$ cat src/rtl/blackjack_pkg.sv
// Shared types and defaults for the blackjack round sequencer.
package blackjack_pkg;

  localparam int BUST_LIMIT_DEF   = 21;
  localparam int DEALER_STAND_DEF = 17;

  typedef enum logic [3:0] {
    IDLE, DEAL_P1, DEAL_D1, DEAL_P2, DEAL_D2,
    PLAYER, P_DRAW, DEALER, D_DRAW, DONE
  } state_t;

  typedef enum logic [2:0] {
    RES_NONE  = 3'd0,
    RES_WIN   = 3'd1,
    RES_LOSE  = 3'd2,
    RES_PUSH  = 3'd3,
    RES_BUST  = 3'd4,
    RES_DBUST = 3'd5
  } result_t;

  // Out-of-range card codes count as ten-valued cards.
  function automatic logic [4:0] card_norm(input logic [3:0] v);
    if (v == 4'd0 || v > 4'd10) return 5'd10;
    return {1'b0, v};
  endfunction

endpackage

$ cat src/rtl/hand_accum.sv
// One hand's running total; with SOFT_ACE_EN defined it also tracks a held ace
// and reports the soft (+10) value when that does not bust.
module hand_accum
  import blackjack_pkg::*;
#(
  parameter int BUST_LIMIT = BUST_LIMIT_DEF
) (
  input  logic       clk,
  input  logic       rst,
  input  logic       clr,
  input  logic       add,
  input  logic [3:0] card_val,
  output logic [4:0] value,
  output logic [4:0] value_next
);

  localparam logic [5:0] LIMIT = 6'(BUST_LIMIT);

  logic [4:0] raw;
  logic [4:0] raw_sum;
  logic [4:0] card;

  function automatic logic [4:0] sat_add(input logic [4:0] a, input logic [4:0] b);
    logic [5:0] s;
    s = {1'b0, a} + {1'b0, b};
    return s[5] ? 5'd31 : s[4:0];
  endfunction

  assign card    = card_norm(card_val);
  assign raw_sum = sat_add(raw, card);

  always_ff @(posedge clk) begin
    if (rst || clr) raw <= '0;
    else if (add)   raw <= raw_sum;
  end

`ifdef SOFT_ACE_EN
  logic ace;
  logic ace_sum;

  function automatic logic [4:0] soft_value(input logic [4:0] r, input logic a);
    logic [5:0] lifted;
    lifted = {1'b0, r} + 6'd10;
    return (a && lifted <= LIMIT) ? lifted[4:0] : r;
  endfunction

  assign ace_sum = ace | (card == 5'd1);

  always_ff @(posedge clk) begin
    if (rst || clr) ace <= 1'b0;
    else if (add)   ace <= ace_sum;
  end

  assign value      = soft_value(raw, ace);
  assign value_next = add ? soft_value(raw_sum, ace_sum) : value;
`else
  assign value      = raw;
  assign value_next = add ? raw_sum : raw;
`endif

endmodule

$ cat src/rtl/round_sequencer.sv
// Blackjack round controller: deals, runs player and dealer turns over a card
// req/ack handshake and scores the round. Soft aces are enabled by SOFT_ACE_EN.
module round_sequencer
  import blackjack_pkg::*;
#(
  parameter int BUST_LIMIT   = BUST_LIMIT_DEF,
  parameter int DEALER_STAND = DEALER_STAND_DEF
) (
  input  logic       Clock,
  input  logic       Reset,
  input  logic       Deal,
  input  logic       Hit,
  input  logic       Stay,
  output logic       card_req,
  input  logic       card_ack,
  input  logic [3:0] card_val,
  output logic [4:0] player_hand,
  output logic [4:0] dealer_hand,
  output logic       busy,
  output logic [2:0] result
);

  localparam logic [4:0] LIMIT = 5'(BUST_LIMIT);
  localparam logic [4:0] STAND = 5'(DEALER_STAND);

  state_t     state, state_n;
  result_t    res, res_n;
  logic       hit_q;
  logic       gap_q;
  logic       card_state;
  logic       accept;
  logic       hit_edge;
  logic       clr;
  logic       p_add, d_add;
  logic [4:0] p_next, d_next;

  function automatic result_t judge(input logic [4:0] p, input logic [4:0] d);
    if (d > LIMIT)   return RES_DBUST;
    else if (p > d)  return RES_WIN;
    else if (p == d) return RES_PUSH;
    else             return RES_LOSE;
  endfunction

  // gap_q forces one idle request cycle after every accepted card, including
  // between back-to-back deal states.
  assign card_state = state inside {DEAL_P1, DEAL_D1, DEAL_P2, DEAL_D2, P_DRAW, D_DRAW};
  assign card_req   = card_state & ~gap_q;
  assign accept     = card_req & card_ack;
  assign hit_edge   = Hit & ~hit_q;
  assign clr        = (state == IDLE || state == DONE) & Deal;
  assign p_add      = accept & (state inside {DEAL_P1, DEAL_P2, P_DRAW});
  assign d_add      = accept & (state inside {DEAL_D1, DEAL_D2, D_DRAW});
  assign busy       = !(state == IDLE || state == DONE);
  assign result     = res;

  hand_accum #(.BUST_LIMIT(BUST_LIMIT)) u_player (
    .clk       (Clock),
    .rst       (Reset),
    .clr       (clr),
    .add       (p_add),
    .card_val  (card_val),
    .value     (player_hand),
    .value_next(p_next)
  );

  hand_accum #(.BUST_LIMIT(BUST_LIMIT)) u_dealer (
    .clk       (Clock),
    .rst       (Reset),
    .clr       (clr),
    .add       (d_add),
    .card_val  (card_val),
    .value     (dealer_hand),
    .value_next(d_next)
  );

  always_ff @(posedge Clock) begin
    if (Reset) begin
      state <= IDLE;
      res   <= RES_NONE;
      hit_q <= 1'b0;
      gap_q <= 1'b0;
    end else begin
      state <= state_n;
      res   <= res_n;
      hit_q <= Hit;
      gap_q <= accept;
    end
  end

  always_comb begin
    state_n = state;
    res_n   = res;
    case (state)
      IDLE, DONE: begin
        if (Deal) begin
          state_n = DEAL_P1;
          res_n   = RES_NONE;
        end
      end
      DEAL_P1: if (accept) state_n = DEAL_D1;
      DEAL_D1: if (accept) state_n = DEAL_P2;
      DEAL_P2: if (accept) state_n = DEAL_D2;
      DEAL_D2: if (accept) state_n = PLAYER;
      PLAYER: begin
        if (Stay)                                  state_n = DEALER;
        else if (hit_edge && player_hand < LIMIT)  state_n = P_DRAW;
      end
      P_DRAW: begin
        // p_next already includes the card being accepted this cycle.
        if (accept) begin
          if (p_next > LIMIT) begin
            state_n = DONE;
            res_n   = RES_BUST;
          end else begin
            state_n = PLAYER;
          end
        end
      end
      DEALER: begin
        if (d_next < STAND) begin
          state_n = D_DRAW;
        end else begin
          state_n = DONE;
          res_n   = judge(p_next, d_next);
        end
      end
      D_DRAW:  if (accept) state_n = DEALER;
      default: state_n = IDLE;
    endcase
  end

endmodule

$ cat config.mk
export PLATFORM = sky130hd
export DESIGN_NAME = round_sequencer
export DESIGN_NICKNAME = d
export VERILOG_FILES = /design/src/rtl/blackjack_pkg.sv /design/src/rtl/hand_accum.sv /design/src/rtl/round_sequencer.sv
export SDC_FILE = /design/constraint.sdc
export NUM_CORES = 1
export LEC_CHECK = 0
export ABC_AREA = 1
export CAP_MARGIN = 10
export CORE_MARGIN = 1.5
export CORE_UTILIZATION = 59
export DETAILED_ROUTE_END_ITERATION = 10
export PLACE_DENSITY_LB_ADDON = 0.2
export SLEW_MARGIN = 20
export SYNTH_ARGS = -nofsm -noshare
export SYNTH_HDL_FRONTEND = slang
export SYNTH_SLANG_ARGS = --single-unit
$ cat constraint.sdc
create_clock -name Clock -period 4.2 [get_ports Clock]
set_input_delay 0.84 -clock Clock [delete_from_list [all_inputs] [get_ports Clock]]
set_output_delay 0.84 -clock Clock [all_outputs]
set_load 0.01 [all_outputs]
==> flow_metrics.env <==
export IMPL_fmax_mhz=285
export IMPL_drt_pass1_iter_count=4
export IMPL_coreArea_mm2=0.00278
export IMPL_dieArea_mm2=0.00331
export IMPL_crit_type="in2reg"
export IMPL_first_global_vias=1604
export IMPL_detail_route_wl_per_cell_um=11.3
export IMPL_arrival_ns=3.69
export IMPL_synth_edf_count=0
export IMPL_num_rows=19
export IMPL_skew_ns=0.00155
export IMPL_drc_errors=0
export IMPL_numPortBuffers=24
export IMPL_cp_data_required_time_ns=4.38
export IMPL_cts_buffer_depth=2
export IMPL_power_density_mw_per_mm2=440
export IMPL_status="completed"
export IMPL_syn2layout_area_growth_pct=17.0
export IMPL_start_util_pct=63.0
export IMPL_cts_resized=0
export IMPL_drive_gt1_share_pct=8.78
export IMPL_maxSlewHeadroom_pct=64.3
export IMPL_worst_slew_pin_slew_ns=0.522
export IMPL_rsz0062_at_grt="false"
export IMPL_clkPwrFrac_pct=10.2
export IMPL_routed_wl_mm=3.94
export IMPL_root_buffer="clkbuf_4"
export IMPL_synth_seq_cells=19
export IMPL_dieHeight_um=57.5
export IMPL_p_sw_share_pct=47.6
export IMPL_antenna_cells=0
export IMPL_syn_inst=292
export IMPL_synthesis_area_per_instance_um2=6.00
export IMPL_p_leak_nw=1.06
export IMPL_dp_cells=346
export IMPL_clk_pin_slew_ns=0.10
export IMPL_io_pins=25
export IMPL_viasPerCell=5.16
export IMPL_grt_overflow=0
export IMPL_endpoint_kind="register"
export IMPL_whs_ns=0.470
export IMPL_maxSlewViolCount=0
export IMPL_holdBufCountCts=0
export IMPL_fin_util_pct=73.7
export IMPL_cts_tree="done"
export IMPL_h_tree_depth=1
export IMPL_cts_buffers=3
export IMPL_tns_ns=0
export IMPL_synth_distinct_cells=34
export IMPL_p_int_mw=0.473
export IMPL_die_x_um=57.5
export IMPL_ys_warn_count=0
export IMPL_gp_congestion=0.960
export IMPL_antenna_found_initial=0
export IMPL_worstPathMaxFanout=3
export IMPL_grt_pass1_wl_mm=6.55
export IMPL_hp_class="reg2reg"
export IMPL_cts_sinks=19
export IMPL_post_cts_setup_buffers=0
export IMPL_ys_flop_type="dfxtp_1"
export IMPL_period_needed_ns=3.51
export IMPL_placed_area_mm2=0.00202
export IMPL_vdd_ir_drop_max_uv=454
export IMPL_grt_usage_pct=25.0
export IMPL_routed_via_count=1806
export IMPL_startpoint_type="input pin"
export IMPL_maxCapViolations=0
export IMPL_setup_viol=0
export IMPL_grt_max_degree=12
export IMPL_stdcell_count=350
export IMPL_ant_nets=0
export IMPL_mostFrequentLayoutCells="nand2_1, inv_1, nor2_1"
export IMPL_syn_nets=315
export IMPL_fillerInstances=248
export IMPL_final_cell_area_mm2=0.00205
export IMPL_seq_area_frac_synth_pct=21.7
export IMPL_finalCritPeriodShare_pct=83.6
export IMPL_power_frac_comb_pct=64.8
export IMPL_nNetsFinal=343
export IMPL_seq_power_share_pct=25.0
export IMPL_hold_viol=0
export IMPL_synth_async_reset_ratio_pct=0
export IMPL_clk_latency_ns=0.29
export IMPL_place_hpwl_mm=3.23
export IMPL_final_common_cell="nand2_1"
export IMPL_drt_iter0_drc=75
export IMPL_syn_area_mm2=0.00175
export IMPL_power_switching_mw=0.429
==> layer usage <==
layer	wire length (um)	part of all wire, %	vias up	track usage, %
met4	29	0.74	0	2.99
met5	0	0	-	0
met3	144	3.7	4	4.31
li1	-	-	972	-
met2	1770	45	33	41.7
met1	2000	51	797	35.0
==> stage by stage <==
| step | power, mW | setup slack, ns |
|---|---|---|
| floorplan | 0.664 | 1.11 |
| global placement | 0.800 | 0.467 |
| detailed placement | 0.807 | 0.368 |
| CTS | 0.899 | 0.688 |
| global route | 0.992 | 0.385 |
| finish | 0.902 | 0.689 |
==> registers in the layout (all words and copies together) (netlist names) <==
name            flops
state               4
u_dealer.value      5
gap_q               1
hit_q               1
u_player.value      5
result              3
==> path summary, 6_finish.rpt <==
check / startpoint / endpoint / slack (ns) / cells after the start
worst max register to register: u_player.value[0] / result[0] / 1.66 / 16
worst max-delay path: card_val[0] / result[0] / 0.69 / 19
worst min register to register: result[2] / result[2] / 0.47 / 2
worst min-delay path: result[2] / result[2] / 0.47 / 2
==> power groups by stage <==
stage	registers (mW)	clock network, mW	logic (mW)
finish	0.226	0.0917	0.584
global route	0.228	0.103	0.661
CTS	0.225	0.0935	0.580
detailed placement	0.230	0	0.578
global placement	0.230	0	0.570
floorplan	0.229	0	0.434
==> Yosys cell counts, drive strengths merged, types with 2 or more instances <==
library cell,count,area [um^2]
nand2,94,365
inv,59,221
o21ai,10,61.3
nand3b,2,15.0
nor2,40,165
nand3,18,100
fa,2,40.0
nor3,2,10.0
ha,11,138
o21a,3,37.5
nand4,4,25.0
a21oi,15,82.6
o211ai,3,36.3
dfxtp,19,380
==> worst max-delay path: stages <==
cell	delay [ns]
clkdlybuf4s50_1	0.48
nand2_1	0.06
a21oi_1	0.17
nor2_1	0.11
ha_1	0.23
fa_1	0.42
nor2_1	0.13
inv_1	0.05
a21oi_1	0.15
o21ai_1	0.11
inv_1	0.11
ha_1	0.26
a21o_1	0.18
nand3_2	0.08
nand2_1	0.05
nor2_1	0.10
nand2_1	0.06
nand2_1	0.06
a21oi_1	0.05
==> kinds of logic after synthesis <==
group	Yosys count	synth area share [%]
flip-flops	19	21.7
buffers and inverters	62	13.8
adder cells (fa/ha/maj)	13	10.1
AND/OR/NAND/NOR	161	39.2
AO/OA/AOI/OAI	37	15.2
==> final cells by class <==
class	count	area [um^2]	area share (%)
multi-input combinational	211	1130	55.2
inverter	60	226	11.0
sequential	19	380	18.5
timing repair buffer	25	248	12.1
clock buffer	4	26.3	1.28
tap	31	38.8	1.89
Note: power is estimated with default switching activity, not from simulation.
